==> src/rtl/memory_port_pkg.sv <==
// Shared types and constants for the dual-bank (even/odd byte) memory access unit.
package memory_port_pkg;

    localparam int BANK_AW = 15;

    typedef enum logic [1:0] {
        BYTE = 2'd0,
        WORD = 2'd1,
        LONG = 2'd2,
        RSVD = 2'd3
    } size_t;

    typedef enum logic {
        IDLE  = 1'b0,
        BEAT2 = 1'b1
    } state_t;

endpackage

==> src/rtl/memory_port_lane.sv <==
// Maps one beat (a byte pair starting at base_addr) onto the even/odd banks,
// applying ROM write protection per lane and reporting the read-steering select.
module memory_port_lane
    import memory_port_pkg::*;
#(
    parameter logic [15:0] ROMBASE = 16'h4000
) (
    input  logic [15:0]        base_addr,
    input  logic [15:0]        wdata,
    input  logic [1:0]         lane_en,
    input  logic               write,
    output logic [BANK_AW-1:0] addr_even,
    output logic [BANK_AW-1:0] addr_odd,
    output logic [7:0]         data_even,
    output logic [7:0]         data_odd,
    output logic               we_even,
    output logic               we_odd,
    output logic               rom_hit,
    output logic               swap
);

    logic [15:0] addr_hi;
    logic [1:0]  protect;
    logic [1:0]  wr_lane;
    logic [1:0]  we_lane;

    // Lane 0 is the byte at base_addr, lane 1 the byte after it (wrapping at 16 bits).
    always_comb begin
        addr_hi    = base_addr + 16'd1;
        protect[0] = (base_addr >= ROMBASE);
        protect[1] = (addr_hi >= ROMBASE);
        wr_lane    = {2{write}} & lane_en;
        we_lane    = wr_lane & ~protect;
        rom_hit    = |(wr_lane & protect);
        swap       = base_addr[0];

        if (!swap) begin
            addr_even = base_addr[15:1];
            addr_odd  = addr_hi[15:1];
            data_even = wdata[7:0];
            data_odd  = wdata[15:8];
            we_even   = we_lane[0];
            we_odd    = we_lane[1];
        end else begin
            addr_odd  = base_addr[15:1];
            addr_even = addr_hi[15:1];
            data_odd  = wdata[7:0];
            data_even = wdata[15:8];
            we_odd    = we_lane[0];
            we_even   = we_lane[1];
        end
    end

endmodule

==> src/rtl/memory_port.sv <==
// Requester-side access unit: splits byte/word/long requests into per-bank beats,
// steers returned bytes into little-endian order and issues one response per request.
module memory_port
    import memory_port_pkg::*;
#(
    parameter logic [15:0] ROMBASE = 16'h4000
) (
    input  logic               clk,
    input  logic               reset_n,
    input  logic               req_valid,
    output logic               req_ready,
    input  logic               req_write,
    input  logic [1:0]         req_size,
    input  logic [15:0]        req_addr,
    input  logic [31:0]        req_wdata,
    output logic               resp_valid,
    output logic [31:0]        resp_rdata,
    output logic               resp_fault,
    output logic [BANK_AW-1:0] read_addr_even,
    output logic [BANK_AW-1:0] read_addr_odd,
    input  logic [7:0]         read_data_even,
    input  logic [7:0]         read_data_odd,
    output logic [BANK_AW-1:0] write_addr_even,
    output logic [BANK_AW-1:0] write_addr_odd,
    output logic [7:0]         write_data_even,
    output logic [7:0]         write_data_odd,
    output logic               write_en_even,
    output logic               write_en_odd
);

    state_t state, next_state;
    size_t  req_kind, resp_size;

    logic [15:0] b2_addr, b2_wdata, last_addr, hold;
    logic        b2_write;
    logic [15:0] lane_base, lane_wdata, steered;
    logic        lane_write, accept;
    logic [1:0]  lane_en;
    logic        resp_write, resp_swap, fault_acc;
    logic [BANK_AW-1:0] bank_addr_even, bank_addr_odd;
    logic        lane_rom_hit, lane_swap;

    memory_port_lane #(.ROMBASE(ROMBASE)) u_lane (
        .base_addr (lane_base),
        .wdata     (lane_wdata),
        .lane_en   (lane_en),
        .write     (lane_write),
        .addr_even (bank_addr_even),
        .addr_odd  (bank_addr_odd),
        .data_even (write_data_even),
        .data_odd  (write_data_odd),
        .we_even   (write_en_even),
        .we_odd    (write_en_odd),
        .rom_hit   (lane_rom_hit),
        .swap      (lane_swap)
    );

    assign read_addr_even  = bank_addr_even;
    assign read_addr_odd   = bank_addr_odd;
    assign write_addr_even = bank_addr_even;
    assign write_addr_odd  = bank_addr_odd;

    // Lane source: live request in IDLE, registered upper half in BEAT2, last address when quiet.
    always_comb begin
        req_kind   = size_t'(req_size);
        req_ready  = reset_n && (state == IDLE);
        accept     = req_valid && req_ready;
        next_state = state;
        lane_base  = last_addr;
        lane_wdata = req_wdata[15:0];
        lane_write = req_write;
        lane_en    = 2'b00;

        case (state)
            IDLE: begin
                if (req_valid) lane_base = req_addr;
                if (accept) begin
                    case (req_kind)
                        BYTE:      lane_en = 2'b01;
                        WORD, LONG: lane_en = 2'b11;
                        default:   lane_en = 2'b00;
                    endcase
                    if (req_kind == LONG) next_state = BEAT2;
                end
            end
            BEAT2: begin
                lane_base  = b2_addr;
                lane_wdata = b2_wdata;
                lane_write = b2_write;
                lane_en    = 2'b11;
                next_state = IDLE;
            end
            default: next_state = IDLE;
        endcase
    end

    always_comb begin
        steered    = resp_swap ? {read_data_even, read_data_odd} : {read_data_odd, read_data_even};
        resp_rdata = 32'h0;
        if (resp_valid && !resp_write) begin
            case (resp_size)
                BYTE:    resp_rdata = {24'h0, steered[7:0]};
                WORD:    resp_rdata = {16'h0, steered};
                LONG:    resp_rdata = {steered, hold};
                default: resp_rdata = 32'h0;
            endcase
        end
        resp_fault = resp_valid && fault_acc;
    end

    // Fault accumulates across both beats of a long so one response reports either beat.
    always_ff @(posedge clk or negedge reset_n) begin
        if (!reset_n) begin
            state      <= IDLE;
            b2_addr    <= 16'h0;
            b2_wdata   <= 16'h0;
            b2_write   <= 1'b0;
            last_addr  <= 16'h0;
            hold       <= 16'h0;
            resp_valid <= 1'b0;
            resp_size  <= BYTE;
            resp_write <= 1'b0;
            resp_swap  <= 1'b0;
            fault_acc  <= 1'b0;
        end else begin
            state      <= next_state;
            last_addr  <= lane_base;
            resp_valid <= 1'b0;
            if (state == BEAT2) begin
                hold       <= steered;
                resp_swap  <= lane_swap;
                fault_acc  <= fault_acc | lane_rom_hit;
                resp_valid <= 1'b1;
            end else if (accept) begin
                resp_size  <= req_kind;
                resp_write <= req_write;
                resp_swap  <= lane_swap;
                fault_acc  <= (req_kind == RSVD) | lane_rom_hit;
                resp_valid <= (req_kind != LONG);
                b2_addr    <= req_addr + 16'd2;
                b2_write   <= req_write;
                b2_wdata   <= req_wdata[31:16];
            end
        end
    end

endmodule

==> config.mk <==
export PLATFORM = sky130hd
export DESIGN_NAME = memory_port
export DESIGN_NICKNAME = d
export VERILOG_FILES = /design/src/rtl/memory_port_pkg.sv /design/src/rtl/memory_port_lane.sv /design/src/rtl/memory_port.sv
export SDC_FILE = /design/constraint.sdc
export NUM_CORES = 1
export LEC_CHECK = 0
export BUFFER_PORTS_ARGS = -buffer_cell sky130_fd_sc_hd__buf_2
export CORE_AREA = 5 5 131 83
export CTS_BUF_LIST = sky130_fd_sc_hd__clkbuf_4
export CTS_CLUSTER_DIAMETER = 120
export DETAILED_ROUTE_END_ITERATION = 16
export DIE_AREA = 0 0 136 88
export GPL_TIMING_DRIVEN = 0
export PLACE_DENSITY = 0.81
export REMOVE_ABC_BUFFERS = 1
export SLEW_MARGIN = 0
export SYNTH_ARGS = -nofsm -noshare
export SYNTH_HDL_FRONTEND = slang
export SYNTH_HIERARCHICAL = 1
export SYNTH_SLANG_ARGS = --single-unit
==> constraint.sdc <==
create_clock -name clk -period 3.64 [get_ports clk]
set_input_delay 0.182 -clock clk [delete_from_list [all_inputs] [get_ports clk]]
set_output_delay 0.182 -clock clk [all_outputs]
set_load 0.01 [all_outputs]
; Yosys cells after proc, flatten, opt, wreduce, memory -nomap -nowiden
; Cells that the tools add are included.
[word_totals]
ff_bits = 71
latchBits = 0
mem_bits_rw = 0
romBits = 0
inputBits = 70
output_inout_bits = 113
word_cells = 63
n_memories = 0
[classes]
add_sub_neg = 2
multipliers = 0
div_mod_pow = 0
n_lt_le_gt_ge = 2
n_eq_ne = 6
shift = 0
n_mux = 25
bitwise = 7
n_reduce_logical = 11
[op_table]
columns = operator, count
row1 = case mux 32 bit (3 select lines), 1
row2 = two-way mux 16 bit, 3
row3 = greater-or-equal comparator 16 x 15 -> 1 bit (second input constant), 2
row4 = two-way mux 32 bit, 1
row5 = case mux 16 bit (2 select lines), 1
row6 = two-way mux 15 bit, 2
row7 = adder 16 x 1 -> 16 bit (second input constant), 1
row8 = adder 16 x 2 -> 16 bit (second input constant), 1
row9 = two-way mux 8 bit, 2
row10 = two-way mux 1 bit, 11
row11 = case mux 2 bit (2 select lines), 2
row12 = bitwise AND 2 bit, 3
row13 = equality test 2 bit (second input constant), 3
row14 = equality test 2 x 1 -> 1 bit (second input constant), 2
row15 = logical AND 1 bit, 4
row16 = logical NOT 2 bit, 2
row17 = OR reduction 2 bit, 2
row18 = two-way mux 2 bit, 1
row19 = != test 2 bit (second input constant), 1
row20 = inverter 2 bit, 1
row21 = OR 1 bit, 2
row22 = case mux 1 bit (2 select lines), 1
row23 = AND reduction 2 bit, 1
row24 = nonzero test 2 bit, 1
row25 = 2 further kinds, 2

; Logic depth before layout (Yosys ltp)
; Gate-level depths: netlist of run 1.
[logic_depth]
word_depth = 11
mapped_depth = 12
ltp_nobuf = 9

; Hierarchy
; The synthesis of run 1 kept the hierarchy.
[modules_own_cells]
columns = module, n_inst, cells_each, area_each_um2, seq_area_each_um2
row1 = memory_port, 1, 440, 3943.8, 1776.7
row2 = memory_port_lane, 1, 106, 768.2, 0.0

; Least setup slack after synthesis of run 1
; OpenSTA, ideal clock, no wires.
[synth_path]
path_kind = register -> output
start = register state
end = output port write_addr_odd[9]
arrival_time_ns = 2.726
required_time_ns = 3.458
setup_slack_ns = 0.732
path_stages_with_launch = 12
path_buffers = 4
path_cell_list = dfrtp_1 buf_2 buf_2 clkbuf_1 nand2_1 o21ai_0 ha_1 nand4_1 nor3_1 nand3_1 xnor2_1 buf_4
[synth_via]
elab_chain_len = 4
[synth_rtl]
columns = item, line_no
row1 = "start, declared", memory_port.sv:31  ; state_t state, next_state;
row2 = "start signal, assigned", memory_port.sv:126  ; state <= next_state;
row3 = inverter 1 bit, -
row4 = case mux 16 bit (2 select lines) (*), memory_port.sv:74  ; case (state)
row5 = named net lane_base[1], memory_port.sv:36  ; logic [15:0] lane_base, lane_wdata, steered;
row6 = adder 16 x 1 -> 16 bit (*), memory_port_lane.sv:29  ; addr_hi = base_addr + 16'd1;
row7 = two-way mux 15 bit (*), memory_port_lane.sv:37  ; if (!swap) begin
row8 = "end, declared", memory_port.sv:24  ; output logic [BANK_AW-1:0] write_addr_odd,
; Mark *: on every way through the listed nets, which the timed path passes. The rest lies on a longest branch.

; Worst setup path after layout of run 1
[layout_path]
start = register state
end = output port write_addr_even[13]
[layout_via]
elab_chain_len = 4
[layout_rtl]
columns = item, line_no
row1 = inverter 1 bit, -
row2 = case mux 16 bit (2 select lines) (*), memory_port.sv:74
row3 = named net lane_base[0], memory_port.sv:36
row4 = adder 16 x 1 -> 16 bit, memory_port_lane.sv:29
row5 = two-way mux 15 bit (*), memory_port_lane.sv:37
row6 = "end, declared", memory_port.sv:23  ; output logic [BANK_AW-1:0] write_addr_even,
; Marks and branches as above.

==> metrics.md, run 1 <==
| Metric | Value |
|---|---|
| Syn Area/Cell | `roughly 8.6 um^2` |
| Global-route wire length before repair | `21,200 um` |
| Clock sinks | `71` |
| Seq. cell area | `~0.0018 mm^2` |
| Gp weighted congestion | `just under 0.8` |
| Die ar. | `approximately 0.012 mm^2` |
| Hold WC Path Type | `input pin to flip-flop` |
| Critical path launch point type | `flip-flop` |
| Kind of cell adding the most delay to the critical path | `buffers and inverters` |
| Worst Setup Path Type | `flip-flop to primary output` |
| Layout cells sized above 1 | `0.368` |
| CTS tree | `done` |
| Gr usage total | `0.221` |
| Worst skew pair latency | `410 ps` |
| Tot Pwr | `around 2.2 mW` |
| Hpwl dp | `roughly 9400 um` |
| Largest net degree at the start of global routing | `72` |
| Worst slew margin | `0.308` |
| Core Area | `between 0.009 and 0.01 mm^2` |
| Routed wire length | `between 10,000 and 15,000 um` |
| Antenna-violating nets left | `0` |
| Cell count after synthesis | `546` |
| PD cells | `372 mW/mm^2` |
| Area of the multi-input gates | `0.00252 mm^2` |
| Post-synth top flop | `dfrtp_1` |
| Clock transition at path regs | `100 ps` |
| RSZ-0062 raised after global routing | `false` |
| Initial core utilization | `0.493` |
| Sw Share | `0.360` |
| Worst endpoint required time | `3460 ps` |
| Initial antenna violation count | `0` |
| # Max-Cap Violations | `0` |
| Drt wl/cell | `15.8 um` |
| Leak pwr | `between 2 and 3 nW` |
| Final clock skew | `between 15 and 20 ps` |
| CTS Root Cell | `clkbuf_4` |
| Clk pwr share | `0.192` |
| Distinct cell type count after synthesis | `45` |
| Rows | `28` |
| Non-filler cells in the finished layout | `approximately 840` |
| Peak VDD IR | `255 uV` |
| TritonCTS Buffers | `9` |
| WP data arrival | `approximately 3200 ps` |
| Tmin final | `between 3000 and 4000 ps` |
| Critical path endpoint category | `primary output` |
| Max Fclk | `between 0.2 and 0.3 GHz` |
| CP max-delay cell | `dfrtp_4` |
| Net Switching | `between 0.7 and 0.8 mW` |
| Post-synthesis sequential area ratio | `0.377` |
| Pint | `between 1 and 1.5 mW` |
| Worst-Margin Slew | `around 1000 ps` |
| Outcome | `completed` |
| Top Ports | `183` |
| IO Port Bufs | `roughly 180` |
| Die width | `between 100 and 150 um` |
| Final setup vio count | `0` |
| Via density | `about 5.2` |
| Fin. Hold Viols | `0` |
| Fin nets | `roughly 770` |
| Vias | `between 4,000 and 5,000` |
| Number of synthesized flops with an enable pin | `0` |
| Chip height | `about 88 um` |
| Number of antenna diodes | `0` |
| Fin crit share | `0.935` |
| Fin. max-slew vios | `0` |
| FILL cells | `roughly 850` |
| Placed cell count | `just under 800` |
| Synth warn | `6` |
| Worst-path fanout max | `50` |
| Crit path buffers/inverters | `4` |
| Number of global-route vias before repair | `approximately 4,400` |
| Logic pwr share | `0.348` |
| Synth Cell Area | `roughly 0.0047 mm^2` |
| Pre-antenna DRT Iters | `5` |
| Drt initial violations | `~210` |
| Worst path max stage delay | `approximately 550 ps` |
| Synthesis-to-layout area growth | `23.9%` |
| Asr flop ratio synth | `1.00` |
| Post-synthesis sequential element count | `71` |
| Drc violations | `0` |
| CP cell instances | `buf_12, nand2_1, o21ai_4, buf_16, ha_1, nand4_1, buf_4, nand2b_1, nor3_1, xor2_1, buf_2` |
| Grt ovf | `0` |
| CTS H-tree lvls | `3` |
| Reg power frac | `0.460` |
| CTS Buffer Depth | `2` |
==> cell families after synthesis <==
family,count (synthesis),share of synthesized area
compound gates,75,0.0871
xor+xnor,35,0.0651
simple gates,214,0.210
fa+ha+maj,6,0.0159
mux,66,0.149
buf+inv,79,0.0961
flops,71,0.377
==> layout make-up <==
class	count	share of cell area
multi-input cells	396	0.431
flip-flops and latches	71	0.305
repair buffers	210	0.211
well taps	135	0.0289
clock buffers	11	0.0141
inverters	8	0.00514
clock inverters	5	0.00429
==> registers in the layout, indices dropped and copies added, names as in the netlist <==
name,count
b2_addr,16
b2_wdata,16
hold,16
last_addr,16
resp_size,2
fault_acc,1
resp_swap,1
resp_valid,1
resp_write,1
state,1
==> worst paths after layout <==
kind	endpoint	from	cells past startpoint	slack (ps)
max in group asynchronous	state	reset_n	3	2980
setup reg to reg	fault_acc	state	10	380
setup / recovery	write_addr_even[13]	state	11	240
hold reg to reg	b2_wdata[7]	b2_wdata[7]	2	490
min in group asynchronous	b2_addr[11]	reset_n	3	320
hold / removal	resp_size[1]	req_size[1]	3	40
==> worst register-to-register path: stages (launching register included) <==
cell and delay [ps]:
dfrtp_4 580, buf_6 190, nor2b_4 170, nand2_2 550
o21bai_1 570, nand3_1 120, or4_1 420, a21oi_1 180
o21a_1 140, o21ai_0 100, o311ai_1 120
==> power groups by stage <==
stage	clock (mW)	combinational [mW]	sequential, mW
CTS	0.434	0.751	1.00
global placement	0	0.688	1.01
finish	0.417	0.755	1.00
floorplan	0	0.425	0.996
global route	0.469	0.837	1.02
detailed placement	0	0.725	1.02
==> through the flow <==
stage / utilization / setup WS (ps) / hold slack [ps] / instance area, um^2 / setup TNS, ps
2_1_floorplan: - / -1330 / -114 / 4290 / -49010
3_3_place_gp: 0.561 / -2910 / 376 / 5370 / -165800
3_5_place_dp: 0.569 / 57.7 / 369 / 5440 / 0
4_1_cts: 0.607 / 42.4 / 7.65 / 5800 / 0
5_1_grt: 0.610 / 20.1 / 21.7 / 5840 / 0
6_report: 0.610 / 235 / 43.5 / 5840 / 0
==> cell usage after synthesis, drive strengths merged, types with 2 or more instances <==
library cell / count / area share
nor3: 7 / 0.0074
nor4: 4 / 0.011
o21bai: 3 / 0.0048
mux2i: 32 / 0.068
mux2: 34 / 0.081
nor2: 44 / 0.035
xnor2: 25 / 0.046
dfrtp: 71 / 0.38
a21oi: 20 / 0.021
and3: 2 / 0.0027
buf: 51 / 0.072
ha: 6 / 0.016
nand2: 120 / 0.096
clkbuf: 19 / 0.015
inv: 8 / 0.0064
nand4: 7 / 0.016
xor2: 10 / 0.019
nand3: 17 / 0.018
and4: 3 / 0.0058
o22ai: 2 / 0.0027
and2: 3 / 0.0040
o21ai: 46 / 0.051
==> placed cells by master, fill, tap and decap left out, types with 3 or more instances in the layout <==
master         synthesis  final
buf_2                 17    181
nand2_1              119    118
dfrtp_1               71     70
nor2_1                44     44
mux2_2                33     33
mux2i_1               32     32
xnor2_1               25     25
o21ai_0               32     23
a21oi_1               20     20
dlygate4sd3_1          0     20
o21ai_1               11     18
nand3_1               17     17
clkbuf_4               0     11
xor2_1                10     10
inv_1                  8      8
nor3_1                 7      6
ha_1                   6      6
nand4_1                5      5
clkinv_2               0      5
o21ai_2                3      4
buf_4                 32      4
o21bai_1               3      3
and2_1                 3      3
nor4_2                 2      3
==> metal layers <==
layer	GRT usage	wire, um
met1	0.290	5740
met2	0.373	6380
met3	0.0511	955
met4	0.0558	143
met5	0	0
==> what timing repair did <==
action,in CTS,in global routing
hold buffers,21,0
pin swaps,0,1
hold endpoints to repair,90,0
buffers inserted,1,3
resized for setup,4,9
setup endpoints to repair,16,14
Note: power is estimated with default switching activity, not from simulation.
==> inputs of run 2 (changes only) <==
--- a/config.mk
+++ b/config.mk
@@ -14,2 +14,3 @@
 export GPL_TIMING_DRIVEN = 0
+export MAX_ROUTING_LAYER = met4
 export PLACE_DENSITY = 0.81
==> constraint.sdc (replaced) <==
create_clock -name clk -period 3.64 [get_ports clk]
set_input_delay 0.728 -clock clk [delete_from_list [all_inputs] [get_ports clk]]
set_output_delay 0.728 -clock clk [all_outputs]
set_load 0.01 [all_outputs]
==> run 2 against run 1 <==
Via count is 0.89% lower. Clock-buffer cell count stayed put. Register-to-register slack improved by 440 ps. Die area stayed put. Highest routed layer unchanged. Critical path depth unchanged. Critical endpoint is now write_en_even. Setup slack got worse by 120 ps.
==> metrics.md, run 2 (same netlist as run 1, synthesis figures left out) <==
| Metric | Value |
|---|---|
| Outcome | `completed` |
| Placed cell count | `approximately 800` |
| Vias | `4,321` |
| Global-route wire length before repair | `between 20,000 and 25,000 um` |
| Hpwl dp | `about 9400 um` |
| Gr usage total | `0.228` |
| Fin. Hold Viols | `0` |
| IO Port Bufs | `between 150 and 200` |
| Drt initial violations | `between 200 and 250` |
| Design Area, Final | `approximately 0.0058 mm^2` |
| Die width | `between 100 and 150 um` |
| Number of antenna diodes | `0` |
| Worst-Margin Slew | `1040 ps` |
| Routed wire length | `approximately 13,000 um` |
| Worst slew margin | `0.308` |
| Cell area after placement | `~0.0054 mm^2` |
| R2R cell count | `10` |
| Top Ports | `roughly 180` |
| Commonest non-fill, non-tap cell in the layout | `buf_2` |
| Core Area | `around 0.0096 mm^2` |
| Final setup TNS | `0 ps` |
| PD cells | `approximately 380 mW/mm^2` |
| Via density | `about 5.3` |
| Drc violations | `0` |
| R2r endpoint | `fault_acc` |
| Layout cells sized above 1 | `0.400` |
| CP Launch Point | `req_valid` |
| Final setup vio count | `0` |
| Worst-path fanout max | `20` |
| CTS H-tree lvls | `3` |
| Critical path endpoint category | `primary output` |
| Max Fclk | `between 0.2 and 0.3 GHz` |
| CTS Buffer Depth | `2` |
| CTS Root Cell | `clkbuf_4` |
| Initial antenna violation count | `0` |
| Tmin final | `3530 ps` |
| Worst endpoint required time | `2910 ps` |
| Synthesis-to-layout area growth | `23.0%` |
| FILL cells | `~850` |
| Fin. max-slew vios | `0` |
| Pre-antenna DRT Iters | `5` |
| Gp weighted congestion | `~0.81` |
| Chip height | `between 80 and 90 um` |
| # Max-Cap Violations | `0` |
| Final clock skew | `approximately 13 ps` |
| WP data arrival | `~2800 ps` |
| Hold WC Path Type | `input pin to async pin` |
| Grt ovf | `0` |
| TritonCTS Buffers | `9` |
| Fin crit share | `0.970` |
| Non-filler cells in the finished layout | `approximately 800` |
| Leak pwr | `between 2 and 3 nW` |
| Commonest non-fill, non-tap cells in the layout | `buf_2 (180), nand2_1 (118), dfrtp_1 (70), nor2_1 (44), mux2_2 (33)` |
| Clock transition at path regs | `around 120 ps` |
| Area of the multi-input gates | `approximately 0.0026 mm^2` |
| Seq. cell area | `around 0.0018 mm^2` |
| Peak VDD IR | `between 200 and 300 uV` |
| Critical path launch point type | `input pin` |
| Antenna-violating nets left | `0` |
| Initial core utilization | `0.493` |
| Worst Setup Path Type | `input pin to primary output` |
| Die ar. | `~0.012 mm^2` |
| Rows | `28` |
| Fin nets | `approximately 750` |
| Hold-fix buffers, CTS | `0` |
| Clock sinks | `a little over 70` |
| Largest net degree at the start of global routing | `between 70 and 80` |
| Worst reg-to-reg setup slack | `about 820 ps` |
| Drt wl/cell | `about 16 um` |
| CTS tree | `done` |
| Number of global-route vias before repair | `4,347` |
| Worst skew pair latency | `410 ps` |
| RR Startpoint | `state` |
## run 2: changes by cell type in the layout (fill, tap and decap cells not counted), sizes merged
cell         before  now
dlygate4sd3      20    0
buf             190  191
bufbuf            0    1
## run 2: stage by stage
stage                      util  setup WS, ps  power [mW]  hold slack (ps)
final                     0.606           110        2.18              182
after global routing      0.606         -13.4        2.33              173
after CTS                 0.598          36.0        2.19              305
after detailed placement  0.569         -1020        1.74              461
after global placement    0.561         -3430        1.70              453
after floorplan               -         -1880        1.42              432
## run 2: report_power, final
part / internal [mW] / total, mW / switching (mW) / leakage [nW]
Clock: 0.150 / 0.420 / 0.270 / 0.0702
Combinational: 0.326 / 0.763 / 0.437 / 1.93
Sequential: 0.914 / 0.999 / 0.0855 / 0.837
## run 2: critical path: stages
cell     delay, ps
buf_8          200
mux2i_1        150
o21ai_4        220
buf_16         190
ha_4           200
nand4_1        110
buf_4          190
o41a_1         320
a31oi_2        180
o22ai_1        120
buf_2          150
## run 2: worst max-delay path by stage
stage / depth (start not counted) / to / slack, ps
after global placement: 7 / write_addr_odd[9] / -3430
final: 11 / write_en_even / 110
after detailed placement: 9 / write_addr_odd[9] / -1020
after floorplan: 6 / read_addr_odd[9] / -1880
after global routing: 8 / write_en_even / -10
after CTS: 10 / write_en_even / 40
## run 2: per-layer routing
metal / track usage / part of all wire / vias to the layer above
li1: - / - / 2058
met2: 0.371 / 0.48 / 166
met4: 0.0393 / 0.0083 / 0
met3: 0.0551 / 0.071 / 18
met1: 0.296 / 0.44 / 2079
met5: - / 0 / -
## run 2: final cells by class
cell class,instances,share of cell area
multi-input combinational,396,0.454
sequential,71,0.307
timing repair buffer,192,0.186
tap,135,0.0291
clock buffer,11,0.0142
inverter,8,0.00518
clock inverter,5,0.00432
## run 2: timing repair
| action | in CTS | in global routing |
|---|---|---|
| resized for setup | 33 | 16 |
| setup endpoints to repair | 45 | 20 |
| cloned | 1 | 0 |
| setup buffers | 6 | 0 |
| pin swaps | 1 | 0 |
==> inputs of run 3 (changes only) <==
CORE_AREA = 5 5 132 84   (was 5 5 131 83)
DIE_AREA = 0 0 137 89   (was 0 0 136 88)
SYNTH_HIERARCHICAL = not set   (was 1)
==> run 3 against run 2 <==
Clock-buffer cell count shrank 2. Clock power grew 19%. Maximum frequency down 1.0%. First-iteration DRC count rose by 11%. Hold slack better by 110 ps. Die area rose by 1.9%. Core utilization grew 2.8 points. Cell count increased by 9.2%. Largest cell class unchanged. Largest power group unchanged. Highest routed layer unchanged.
==> metrics.md, run 3 <==
| Metric | Value |
|---|---|
| Outcome | `completed` |
| Final Worst Setup Slack | `roughly 73 ps` |
| Top sig layer | `met4` |
| Peak VDD IR | `a little under 200 uV` |
| Top Ports | `approximately 180` |
| Commonest non-fill, non-tap cells in the layout | `buf_2 (180), nand2_1 (154), dfrtp_1 (69), mux2i_1 (46), nor2_1 (42)` |
| Sw Share | `0.372` |
| Tmin final | `approximately 3600 ps` |
| Commonest cells in the netlist | `nand2_1 (155), dfrtp_1 (71), mux2i_1 (47), nor2_1 (42), a21oi_1 (39)` |
| Chip height | `around 89 um` |
| Final setup vio count | `0` |
| PD cells | `between 300 and 400 mW/mm^2` |
| CTS Root Cell | `clkbuf_4` |
| Syn Area/Cell | `just over 8 um^2` |
| Global-route wire length before repair | `around 23,000 um` |
| Distinct cell type count after synthesis | `between 40 and 50` |
| Logic pwr share | `0.367` |
| Hold WC Path Type | `input pin to async pin` |
| Drc violations | `0` |
| Main area contributors after synthesis | `dfrtp_1 (37%), nand2_1 (12%), mux2i_1 (9.8%)` |
| Max Fclk | `between 0.2 and 0.3 GHz` |
| WP data arrival | `about 2800 ps` |
| Leak pwr | `3.07 nW` |
| Via density | `roughly 5.4` |
| Pint | `around 1.5 mW` |
| Dpl ws | `-1760 ps` |
| Die ar. | `roughly 0.012 mm^2` |
| CTS H-tree lvls | `3` |
| Clk pwr share | `0.210` |
| Final clock skew | `~13 ps` |
| Synth Cell Area | `approximately 0.0048 mm^2` |
| Commonest non-fill, non-tap cell in the layout | `buf_2` |
| Drt wl/cell | `17.0 um` |
| # Max-Cap Violations | `0` |
| Gp weighted congestion | `approximately 0.83` |
| Synth top area share | `0.371` |
| Reg power frac | `0.422` |
| Core Area | `about 0.0096 mm^2` |
| Rows | `28` |
| Routed wl met2 | `about 6900 um` |
| Cell count after synthesis | `just under 600` |
| Net Switching | `just under 0.9 mW` |
| Clock transition at path regs | `approximately 110 ps` |
| Routed wire length | `15,200 um` |
| Number of antenna diodes | `0` |
| Routed length on met1 | `6840 um` |
| Post-synthesis sequential element count | `71` |
| Met3 WL post-DR | `about 1200 um` |
| Gr usage total | `0.243` |
| Fin nets | `roughly 830` |
| Largest net degree at the start of global routing | `74` |
| Drt initial violations | `260` |
| FILL cells | `820` |
| TritonCTS Buffers | `9` |
| Post-synthesis sequential area ratio | `0.371` |
| Initial core utilization | `0.497` |
| Worst slew margin | `0.310` |
| Hold-fix buffers, CTS | `0` |
| Most frequent cell after synthesis | `nand2_1` |
| Worst-path fanout max | `20` |
| Fin Hold WS | `roughly 300 ps` |
| Antenna-violating nets left | `0` |
| Layout cells sized above 1 | `0.360` |
| Clock sinks | `slightly above 70` |
| Critical path launch point type | `input pin` |
| Die width | `~140 um` |
| Critical path endpoint category | `primary output` |
| CTS tree | `done` |
| Fin. Hold Viols | `0` |
| Worst Setup Path Type | `input pin to primary output` |
| CTS Buffer Depth | `2` |
| Fin crit share | `0.980` |
| Post-synth top flop | `dfrtp_1` |
| Worst-Margin Slew | `between 1000 and 1500 ps` |
| Hpwl dp | `9670 um` |
| Initial antenna violation count | `0` |
| Number of synthesized flops with an enable pin | `0` |
| Number of global-route vias before repair | `4,600` |
| Synth warn | `0` |
| Synthesis-to-layout area growth | `27.7%` |
| Grt ovf | `0` |
| Asr flop ratio synth | `1.00` |
| Vias | `about 4,800` |
| IO Port Bufs | `182` |
| Worst skew pair latency | `between 400 and 500 ps` |
| Pre-antenna DRT Iters | `5` |
| Post-synth top area cell | `dfrtp_1` |
| Worst endpoint required time | `2910 ps` |
| Fin. max-slew vios | `0` |
run 3: power by group through the flow:
stage,logic (mW),clock network (mW),registers [mW]
final,0.871,0.498,1.00
after global routing,0.957,0.547,1.02
after CTS,0.812,0.511,0.998
after detailed placement,0.753,0,1.03
after global placement,0.727,0,1.02
after floorplan,0.451,0,1.00
run 3: cell families (layout without fill, tap and decap cells):
kind of cell / count (synthesis) / count (layout) / share of synthesized area
DFF: 71 / 71 / 0.371
adders and majority gates: 6 / 6 / 0.0157
and+or+nand+nor: 257 / 257 / 0.242
AOI/OAI and AO/OA: 98 / 99 / 0.117
muxes: 48 / 48 / 0.101
xor gates and xnor gates: 34 / 34 / 0.0622
buffers and inverters: 78 / 243 / 0.0912
run 3: final cells by class:
| cell class | instances | area, um^2 | share of cell area |
|---|---|---|---|
| inverter | 12 | 61.3 | 0.0100 |
| tap | 135 | 169 | 0.0276 |
| sequential | 71 | 1780 | 0.292 |
| multi-input combinational | 444 | 2730 | 0.447 |
| clock buffer | 9 | 67.6 | 0.0111 |
| timing repair buffer | 213 | 1220 | 0.200 |
| timing repair inverter | 2 | 13.8 | 0.00225 |
| clock inverter | 7 | 63.8 | 0.0104 |
run 3: path summary, 6_finish.rpt:
path,start,to,slack (ps),cells past startpoint
worst max-delay path,req_valid,write_en_even,70,10
worst min-delay path,reset_n,b2_wdata[5],290,1
worst max register to register,state,fault_acc,1080,8
worst min register to register,b2_addr[15],b2_addr[15],500,2
max in group asynchronous,reset_n,b2_addr[0],2840,1
min in group clk,req_wdata[19],b2_wdata[3],480,3
run 3: per-layer routing:
| layer | GRT usage | vias to the layer above |
|---|---|---|
| met3 | 0.0557 | 20 |
| met1 | 0.317 | 2283 |
| met5 | - | - |
| met4 | 0.0580 | 0 |
| li1 | - | 2271 |
| met2 | 0.390 | 214 |
run 3: per-stage QoR:
step	power, mW	instances	setup TNS [ps]	utilization	cell area [um^2]
floorplan	1.46	526	-38990	-	4400
global route	2.52	893	-10.6	0.634	6110
detailed placement	1.78	843	-72100	0.571	5500
finish	2.37	893	0	0.634	6110
CTS	2.32	871	0	0.607	5850
global placement	1.75	843	-146940	0.568	5480
run 3: repair_timing:
item	4_1_cts	5_1_grt
endpoints found under the setup margin	65	9
gates cloned	2	2
pin swaps	2	11
gates resized for setup	24	16
buffers inserted	10	20
run 3: worst max-delay path: stages:
cell	delay, ps
buf_6	240
mux2i_2	360
o21a_4	270
inv_12	60
and4_4	190
nand4_1	170
xor2_2	180
inv_2	80
o41ai_2	340
buf_2	190
